## config.mk

```make
export PLATFORM = sky130hd
export DESIGN_NAME = base_tenc_pipe
export DESIGN_NICKNAME = d
export VERILOG_FILES = /design/src/rtl/base_tenc_pipe.sv
export SDC_FILE = /design/constraint.sdc
export NUM_CORES = 1
export LEC_CHECK = 0
export ABC_AREA = 1
export CAP_MARGIN = 15
export CORE_ASPECT_RATIO = 1.25
export CORE_UTILIZATION = 45
export DETAILED_ROUTE_END_ITERATION = 12
export PLACE_DENSITY = 0.75
export SYNTH_ARGS = -nofsm -noshare
export SYNTH_HDL_FRONTEND = slang
export SYNTH_SLANG_ARGS = --single-unit
```

## constraint.sdc

```tcl
create_clock -name clk -period 2.4 [get_ports clk]
set_input_delay 0.6 -clock clk [delete_from_list [all_inputs] [get_ports clk]]
set_output_delay 0.6 -clock clk [all_outputs]
set_load 0.03 [all_outputs]
```

## src/rtl/base_tenc_pipe.sv

```systemverilog
// Two-stage pipelined thermometer-to-binary encoder with valid/ready flow control.
// Reports the first-zero index of each beat and flags/counts bubbled (malformed) vectors.
module base_tenc_pipe #(
    parameter int dec_width = 8,
    parameter int enc_width = 4,
    parameter int cnt_width = 8
) (
    input  logic                   clk,
    input  logic                   reset_n,
    input  logic                   i_v,
    output logic                   i_r,
    input  logic [0:dec_width-1]   i_d,
    output logic                   o_v,
    input  logic                   o_r,
    output logic [0:enc_width-1]   o_d,
    output logic                   o_err,
    output logic [cnt_width-1:0]   o_err_cnt
);

    generate
        if ((2 ** enc_width) <= dec_width) begin : g_bad_enc_width
            $error("base_tenc_pipe: enc_width too small to hold dec_width");
        end
    endgenerate

    logic                  s1_v;
    logic [0:dec_width-1]  s1_d;
    logic                  s2_v;
    logic [0:enc_width-1]  s2_d;
    logic                  s2_err;
    logic [cnt_width-1:0]  err_cnt;

    logic                  s1_adv;
    logic                  s2_adv;
    logic [0:enc_width-1]  enc_val;
    logic                  enc_err;
    logic                  seen_zero;

    // Each stage may take a new beat if it is empty or the stage downstream drains.
    assign s2_adv = ~s2_v | o_r;
    assign s1_adv = ~s1_v | s2_adv;
    assign i_r    = s1_adv;

    assign o_v       = s2_v;
    assign o_d       = s2_d;
    assign o_err     = s2_err;
    assign o_err_cnt = err_cnt;

    // Value is the first-zero index; any set bit beyond that index is a bubble.
    always_comb begin
        enc_val   = enc_width'(dec_width);
        enc_err   = 1'b0;
        seen_zero = 1'b0;
        for (int i = 0; i < dec_width; i++) begin
            if (seen_zero && s1_d[i]) begin
                enc_err = 1'b1;
            end
            if (!s1_d[i] && !seen_zero) begin
                enc_val   = enc_width'(i);
                seen_zero = 1'b1;
            end
        end
    end

    always_ff @(posedge clk or negedge reset_n) begin
        if (!reset_n) begin
            s1_v <= 1'b0;
            s1_d <= '0;
        end else if (i_v && s1_adv) begin
            s1_v <= 1'b1;
            s1_d <= i_d;
        end else if (s1_adv) begin
            s1_v <= 1'b0;
        end
    end

    always_ff @(posedge clk or negedge reset_n) begin
        if (!reset_n) begin
            s2_v   <= 1'b0;
            s2_d   <= '0;
            s2_err <= 1'b0;
        end else if (s2_adv) begin
            s2_v <= s1_v;
            if (s1_v) begin
                s2_d   <= enc_val;
                s2_err <= enc_err;
            end
        end
    end

    // Saturating count of malformed beats moving from S1 into S2.
    always_ff @(posedge clk or negedge reset_n) begin
        if (!reset_n) begin
            err_cnt <= '0;
        end else if (s2_adv && s1_v && enc_err && (err_cnt != '1)) begin
            err_cnt <= err_cnt + 1'b1;
        end
    end

endmodule

```

==> results.json, run 1 <==
{
  "core_area_um2": 2477,
  "grt_pass1_vias": 1008,
  "port_buffers": 26,
  "cp.arrival_ns": 1.53,
  "die_area_um2": 2893,
  "postLayoutCellArea_um2": 1536,
  "synth_edf_count": 0,
  "grt_first_pass_wirelength_mm": 4.222,
  "cts_buffer_depth": 2,
  "vias": 1026,
  "initial_core_util_pct": 48.69,
  "cts_tree": "done",
  "cp_num_buf_inv": 1,
  "ys_ff_latch": 23,
  "cts_setup_buffers": 0,
  "postCtsHoldBufs": 0,
  "synthToLayoutAreaGrowth_pct": 27.39,
  "synthArstFlopShare_pct": 100.0,
  "leakage_nw": 0.7481,
  "die_h_um": 59.89,
  "pre_cts_ws_ns": 0.3737,
  "yosysWarnings": 0,
  "worstPathRequired_ns": 1.80,
  "syn-num-nets": 154,
  "wl_per_cell_um": 11.81,
  "path_max_fanout": 7,
  "io_pins": 27,
  "clock-sinks": 23,
  "place_area_um2": 1510,
  "hold_viol_final": 0,
  "worst_skew_pair.late_latency_ns": 0.31,
  "fin_nets": 185,
  "rsz0062_at_grt": "false",
  "htreeDepth": 1,
  "fmax_mhz": 469.7,
  "rows": 20,
  "die_width_um": 48.31,
  "vias_per_cell": 5.029,
  "syn-instance-count": 141,
  "critical_path.max_stage_delay_ns": 0.72,
  "routed_wl_mm": 2.410,
  "yosysUniqueCellTypes": 23,
  "drtIter0Drc": 18,
  "gr-total-overflow": 0,
  "clk_pin_slew_worst_paths_ns": 0.12,
  "cts_root_buf": "clkbuf_4",
  "report.final.slew_viol_count": 0,
  "total_power_mw": 1.287,
  "fillers": 207,
  "layout_commonest_cell": "nand2_1",
  "final_cell_mix": "39 x nand2_1, 25 x clkdlybuf4s50_1, 23 x dfrtp_1",
  "final-setup-viol-count": 0,
  "place.gp.congestion": 0.7986,
  "drc": 0,
  "crit_type": "reg -> out",
  "yosysSeqAreaShare_pct": 47.72,
  "tns_ns": 0,
  "antenna_left": 0,
  "antenna_found_initial": 0,
  "diodes": 0,
  "clock_skew_ns": 0.002135,
  "drt_pass1_iterations": 4,
  "hold_class": "reg -> reg",
  "post-route-period-util_pct": 88.71,
  "cp_cell_sequence": "clkdlybuf4s50_1",
  "setup_slack_ns": 0.2710,
  "synth-main-ff-cell": "dfrtp_1",
  "grt_util_all_layers_pct": 19.13,
  "maxCapViolCount": 0,
  "syn_area_um2": 1206,
  "post-route-min-period_ns": 2.129,
  "max_slew_margin_pct": 79.37,
  "cp-end-kind": "primary output",
  "cts_resized": 0,
  "grt_max_degree": 24,
  "tightest_slew_ns": 0.3084,
  "critPathSlowestCell": "clkdlybuf4s50_1",
  "syn_avg_cell_area_um2": 8.554,
  "drive_gt1_share_pct": 12.28,
  "cts_buffers": 3,
  "critPathLaunchType": "flip-flop",
  "power_density_nw_per_um2": 837.5,
  "path_delay_family": "buffers and inverters",
  "status": "finished clean",
  "hpwl_mm": 1.852,
  "ir_drop_uv": 448.0
}
-- metal layers --
metal / track usage [%] / up-vias / share of wire (%)
met5: 0 / - / 0
met1: 21.10 / 474 / 41
met2: 36.82 / 23 / 54
met4: 10.50 / 0 / 2.2
met3: 1.527 / 7 / 2.6
li1: - / 522 / -
-- path summary, 6_finish.rpt --
path                                                from                        to  slack [ns]  cells after the start
worst max-delay path            o_err_cnt[2]$_DFFE_PN0P_              o_err_cnt[2]        0.27                      1
worst min-delay path                  o_d[0]$_DFFE_PN0P_        o_d[0]$_DFFE_PN0P_        0.50                      2
worst max register to register  o_err_cnt[0]$_DFFE_PN0P_  o_err_cnt[1]$_DFFE_PN0P_        0.99                      7
worst min register to register        o_d[0]$_DFFE_PN0P_        o_d[0]$_DFFE_PN0P_        0.50                      2
max in group asynchronous                        reset_n  o_err_cnt[1]$_DFFE_PN0P_        1.55                      2
min in group asynchronous                        reset_n  o_err_cnt[5]$_DFFE_PN0P_        0.63                      2
-- cell type report --
| class | instances | area [um2] | area share (%) |
|---|---|---|---|
| Inverter | 15 | 56.30 | 3.665 |
| Clock buffer | 4 | 26.28 | 1.710 |
| Timing Repair Buffer | 28 | 272.8 | 17.75 |
| Sequential cell | 23 | 575.6 | 37.46 |
| Tap cell | 33 | 41.29 | 2.687 |
| Multi-Input combinational cell | 101 | 564.3 | 36.73 |
-- worst min-delay path: stages, from the launching register on --
cell and delay [ns]:
dfrtp_1 0.37, nand2_1 0.05, o31ai_1 0.05
-- registers in the layout (all words and copies together), names as in the netlist --
register and count:
o_v 1, s1_v 1, o_err_cnt 8, s1_d 8
o_d 4, o_err 1
-- synthesized netlist by cell type, types with 2 or more instances --
library cell | n | area [um2]
a21oi_1 | 8 | 40.04
buf_2 | 2 | 10.01
dfrtp_1 | 23 | 575.6
inv_1 | 14 | 52.55
mux2_2 | 2 | 22.52
nand2_1 | 39 | 146.4
nand2_2 | 3 | 18.77
nand2_4 | 2 | 22.52
nand3_1 | 5 | 25.02
nand4_1 | 9 | 56.30
nor2_1 | 12 | 45.04
nor2_4 | 3 | 33.78
o21ai_0 | 6 | 30.03
o31ai_1 | 2 | 15.01
xnor2_1 | 2 | 17.52
xor2_1 | 2 | 17.52
-- stage by stage --
| step | hold slack (ns) | cells | utilization (%) |
|---|---|---|---|
| floorplan | 0.3044 | 141 | - |
| global placement | 0.4662 | 200 | 60.96 |
| detailed placement | 0.4810 | 200 | 60.96 |
| CTS | 0.5103 | 204 | 62.02 |
| global route | 0.5470 | 204 | 62.02 |
| finish | 0.5021 | 204 | 62.02 |
-- report_power, final --
group	switching (mW)	total (mW)	internal (mW)	leakage [nW]
sequential	0.0944	0.568	0.474	0.280
clock	0.112	0.177	0.0650	0.0150
combinational	0.317	0.542	0.225	0.453
-- kinds of logic (layout without fill, tap and decap cells) --
family | count (synthesis) | in the layout | share of synthesized area [%]
AND/OR/NAND/NOR | 77 | 77 | 32.57
XOR/XNOR | 4 | 4 | 2.905
multiplexers | 2 | 2 | 1.867
buffers and inverters | 17 | 47 | 5.498
flip-flops | 23 | 23 | 47.72
adder cells (fa/ha/maj) | 1 | 1 | 1.037
AO/OA/AOI/OAI | 17 | 17 | 8.403
Power figures use the tool's default switching activity.
==> inputs of run 2 (changes only) <==
--- a/config.mk
+++ b/config.mk
@@ -10,7 +10,9 @@
 export CORE_ASPECT_RATIO = 1.25
 export CORE_UTILIZATION = 45
 export DETAILED_ROUTE_END_ITERATION = 12
-export PLACE_DENSITY = 0.75
+export DONT_BUFFER_PORTS = 1
+export PLACE_DENSITY = 0.62
+export REMOVE_ABC_BUFFERS = 1
 export SYNTH_ARGS = -nofsm -noshare
 export SYNTH_HDL_FRONTEND = slang
 export SYNTH_SLANG_ARGS = --single-unit
==> results.json, run 2 (synthesis results as in run 1) <==
{
  "drive_gt1_share_pct": 14.38,
  "port_buffers": 0,
  "core_area_um2": 2477,
  "max_slew_margin_pct": 68.29,
  "setup_slack_ns": 0.5348,
  "critPathLaunchType": "flip-flop",
  "tightest_slew_ns": 0.4757,
  "clock_skew_ns": 0.005755,
  "worstPathRequired_ns": 1.80,
  "ir_drop_uv": 586.0,
  "initial_core_util_pct": 48.69,
  "cts_root_buf": "clkbuf_4",
  "grt_max_degree": 24,
  "routed_wl_mm": 2.345,
  "wl_per_cell_um": 13.10,
  "cts_resized": 0,
  "hold_depth": 1,
  "ff2ff_setup_slack_ns": 0.67,
  "die_area_um2": 2893,
  "cp_cell_sequence": "nand3_1",
  "status": "finished clean",
  "diodes": 0,
  "tns_ns": 0,
  "htreeDepth": 1,
  "clk_pin_slew_worst_paths_ns": 0.13,
  "vias_per_cell": 5.190,
  "crit_type": "reg -> out",
  "drtIter0Drc": 16,
  "critical_path.max_stage_delay_ns": 0.55,
  "grt_util_all_layers_pct": 19.31,
  "synthToLayoutAreaGrowth_pct": 8.402,
  "hold_class": "in -> reg",
  "r2r-end": "s1_d[4]$_DFFE_PN0P_",
  "critPathSlowestCell": "dfrtp_1",
  "die_width_um": 48.31,
  "min_to": "s1_d[0]$_DFFE_PN0P_",
  "power_density_nw_per_um2": 882.7,
  "fmax_mhz": 536.1,
  "io_pins": 27,
  "cts_buffer_depth": 2,
  "post-route-period-util_pct": 77.72,
  "leakage_nw": 0.6639,
  "hold_start": "i_d[0]",
  "antenna_left": 0,
  "reg2reg_depth": 5,
  "cts_tree": "done",
  "place.gp.congestion": 0.8313,
  "crit_cells": 1,
  "cts_buffers": 3,
  "pre_cts_ws_ns": 0.6285,
  "rows": 20,
  "final-setup-viol-count": 0,
  "drc": 0,
  "cp.arrival_ns": 1.27,
  "layout_commonest_cell": "nand2_1",
  "cp_num_buf_inv": 0,
  "hpwl_mm": 1.685,
  "rsz0062_at_grt": "false",
  "cp-end-kind": "primary output",
  "final_cell_mix": "39 x nand2_1, 23 x dfrtp_1, 14 x inv_1",
  "drt_pass1_iterations": 4,
  "vias": 929,
  "antenna_found_initial": 0,
  "rr_startpoint": "o_v$_DFFE_PN0P_",
  "post-route-min-period_ns": 1.865,
  "die_h_um": 59.89,
  "gr-total-overflow": 0,
  "hold_viol_final": 0,
  "grt_pass1_vias": 922,
  "clock-sinks": 23,
  "worst_skew_pair.late_latency_ns": 0.33,
  "fin_nets": 160,
  "path_delay_family": "flip-flops",
  "grt_first_pass_wirelength_mm": 4.112,
  "report.final.slew_viol_count": 0,
  "maxCapViolCount": 0,
  "path_max_fanout": 3
}
[run 2: area by class of cell]
type,count,area (um2)
fill,232,1170
sequential,23,575.6
tap,33,41.29
inverter,15,56.30
multi-input combinational,101,564.3
timing repair buffer,3,42.54
clock inverter,1,5.005
clock buffer,3,22.52
[run 2: stage by stage]
stage	util [%]	hold slack, ns	power [mW]	cells	area [um2]
CTS	51.77	0.3992	1.166	178	1282
floorplan	-	0.3044	0.9012	139	1196
detailed placement	50.25	0.3049	0.9662	173	1245
finish	52.78	0.4109	1.154	179	1308
global placement	50.25	0.3049	0.9557	173	1245
global route	52.78	0.4001	1.232	179	1308
[run 2: power by group]
| group | internal (mW) | switching, mW | leakage, nW |
|---|---|---|---|
| combinational | 0.105 | 0.160 | 0.366 |
| sequential | 0.472 | 0.233 | 0.280 |
| clock | 0.0626 | 0.122 | 0.0177 |
[run 2: metal layers]
metal / up-vias / track usage (%) / routed length (um) / share of wire (%)
met2: 18 / 36.02 / 1265 / 54
met4: 0 / 11.34 / 55 / 2.3
met3: 5 / 3.053 / 75 / 3.2
li1: 472 / - / - / -
met1: 434 / 20.98 / 949 / 40
met5: - / 0 / 0 / 0
[run 2: worst max-delay path by stage]
stage | start | endpoint | slack, ns
3_5_place_dp | o_r | s1_d[4]$_DFFE_PN0P_ | 0.63
2_1_floorplan | o_r | s1_d[0]$_DFFE_PN0P_ | 0.57
3_3_place_gp | o_r | s1_d[0]$_DFFE_PN0P_ | 0.68
5_1_grt | o_v$_DFFE_PN0P_ | i_r | 0.48
6_report | o_v$_DFFE_PN0P_ | i_r | 0.53
4_1_cts | o_v$_DFFE_PN0P_ | i_r | 0.51
[run 2: repair_timing]
action	in CTS	in global routing
setup buffers	0	0
hold endpoints to repair	23	0
hold buffers	1	0
==> inputs of run 3 (changes only) <==
--- a/config.mk
+++ b/config.mk
@@ -11,7 +11,7 @@
 export CORE_UTILIZATION = 45
 export DETAILED_ROUTE_END_ITERATION = 12
 export DONT_BUFFER_PORTS = 1
-export PLACE_DENSITY = 0.62
+export PLACE_DENSITY = 0.64
 export REMOVE_ABC_BUFFERS = 1
 export SYNTH_ARGS = -nofsm -noshare
 export SYNTH_HDL_FRONTEND = slang
==> constraint.sdc (replaced) <==
create_clock -name clk -period 1.6 [get_ports clk]
set_input_delay 0.4 -clock clk [delete_from_list [all_inputs] [get_ports clk]]
set_output_delay 0.4 -clock clk [all_outputs]
set_load 0.03 [all_outputs]
==> results.json, run 3 (synthesis results as in run 1) <==
{
  "io_pins": 27,
  "clock-sinks": 23,
  "die_area_um2": 2893,
  "rr_startpoint": "s1_d[3]$_DFFE_PN0P_",
  "cp-end-kind": "primary output",
  "ff2ff_setup_slack_ns": 0.23,
  "report.final.slew_viol_count": 0,
  "fmax_mhz": 659.1,
  "grt_util_all_layers_pct": 19.49,
  "status": "finished clean",
  "drt_pass1_iterations": 3,
  "die_h_um": 59.89,
  "ir_drop_uv": 884.3,
  "post-route-min-period_ns": 1.517,
  "cts_buffers": 3,
  "tns_ns": 0,
  "layout_commonest_cell": "nand2_1",
  "gr-total-overflow": 0,
  "cts_tree": "done",
  "cts_root_buf": "clkbuf_4",
  "crit_start": "o_v$_DFFE_PN0P_",
  "clk_pin_slew_worst_paths_ns": 0.13,
  "total_power_mw": 1.829,
  "seq_area_um2": 576.8,
  "hold_class": "in -> reg",
  "wl_per_cell_um": 12.97,
  "grt_first_pass_wirelength_mm": 4.333,
  "critical_path.max_stage_delay_ns": 0.51,
  "hpwl_mm": 1.810,
  "htreeDepth": 1,
  "antenna_found_initial": 0,
  "leakage_nw": 0.7088,
  "hold_start": "i_d[0]",
  "die_width_um": 48.31,
  "multiInputGateArea_um2": 564.3,
  "drc": 0,
  "critPathSlowestCell": "dfrtp_2",
  "maxCapViolCount": 0,
  "place.gp.congestion": 0.8274,
  "drtIter0Drc": 19,
  "rows": 20,
  "fin_hold_ws_ns": 0.2309,
  "postLayoutCellArea_um2": 1379,
  "worst_skew_pair.late_latency_ns": 0.31,
  "core_area_um2": 2477,
  "drive_gt1_share_pct": 20.00,
  "port_buffers": 0,
  "fillers": 236,
  "critPathLaunchType": "flip-flop",
  "cts_setup_buffers": 0,
  "power_density_nw_per_um2": 1326,
  "vias_per_cell": 5.144,
  "cp.arrival_ns": 1.12,
  "final_cell_mix": "39 x nand2_1, 22 x dfrtp_1, 14 x inv_1",
  "cts_buffer_depth": 2,
  "clock_skew_ns": 0.007912,
  "vias": 967,
  "rsz0062_at_grt": "false",
  "post-route-period-util_pct": 94.83,
  "synthToLayoutAreaGrowth_pct": 14.32,
  "grt_pass1_vias": 965,
  "place_area_um2": 1313,
  "cp_cell_sequence": "nand3_1, buf_4",
  "fin_nets": 169,
  "initial_core_util_pct": 48.69,
  "crit_type": "reg -> out",
  "routed_wl_mm": 2.439,
  "antenna_left": 0,
  "max_slew_margin_pct": 71.67,
  "tightest_slew_ns": 0.4235,
  "diodes": 0,
  "worstPathRequired_ns": 1.20,
  "path_max_fanout": 3,
  "final-setup-viol-count": 0,
  "hold_viol_final": 0,
  "grt_max_degree": 24
}
==> run 3: cell count changes in the layout (fill, tap and decap cells not counted) <==
cell and delta:
buf_4 +9, buf_16 +1, clkbuf_16 -1, dfrtp_1 -1
dfrtp_2 +1
==> run 3: what timing repair did <==
action	in CTS	in global routing
hold buffers	1	0
setup endpoints to repair	1	0
gates resized for setup	1	0
hold endpoints to repair	23	0
==> run 3: worst paths after layout <==
check,cells past startpoint,end
max in group asynchronous,2,o_v$_DFFE_PN0P_
worst min-delay path,1,s1_d[0]$_DFFE_PN0P_
min in group asynchronous,1,o_d[1]$_DFFE_PN0P_
worst max register to register,8,o_err_cnt[3]$_DFFE_PN0P_
worst min register to register,2,o_err_cnt[1]$_DFFE_PN0P_
worst max-delay path,2,i_r
==> run 3: cell type report <==
type	count	share of cell area, %
Multi-Input combinational cell	101	40.93
Timing Repair Buffer	12	8.167
Clock inverter	1	0.3630
Clock buffer	3	1.633
Sequential cell	23	41.83
Inverter	15	4.083
Tap cell	33	2.995
==> run 3: stage by stage <==
stage                     cells  util [%]  worst slack [ns]
after CTS                   187     54.55           0.06524
after floorplan             139         -           -0.1729
after global placement      182     52.98            0.2742
after detailed placement    182     52.98            0.2486
final                       188     55.66           0.08273
after global routing        188     55.66           0.03312
==> run 3: where the power goes <==
part           total (mW)  internal [mW]  switching, mW
Sequential          0.916          0.711          0.205
Clock               0.266         0.0933          0.173
Combinational       0.647          0.240          0.406
Total                1.83           1.04          0.784
==> run 3: worst max-delay path: cells and delay by family, from the launching register on <==
kind / cells / cell delay, ns
buffers and inverters: 1 / 0.17
AND/OR/NAND/NOR: 1 / 0.13
flip-flops: 1 / 0.51
==> run 3: per-layer routing <==
metal / track usage (%) / routed length (um) / vias up
met5: 0 / 0 / -
met4: 7.563 / 41 / 0
met3: 3.308 / 90 / 6
met2: 33.80 / 1154 / 18
met1: 24.52 / 1153 / 455
li1: - / - / 488
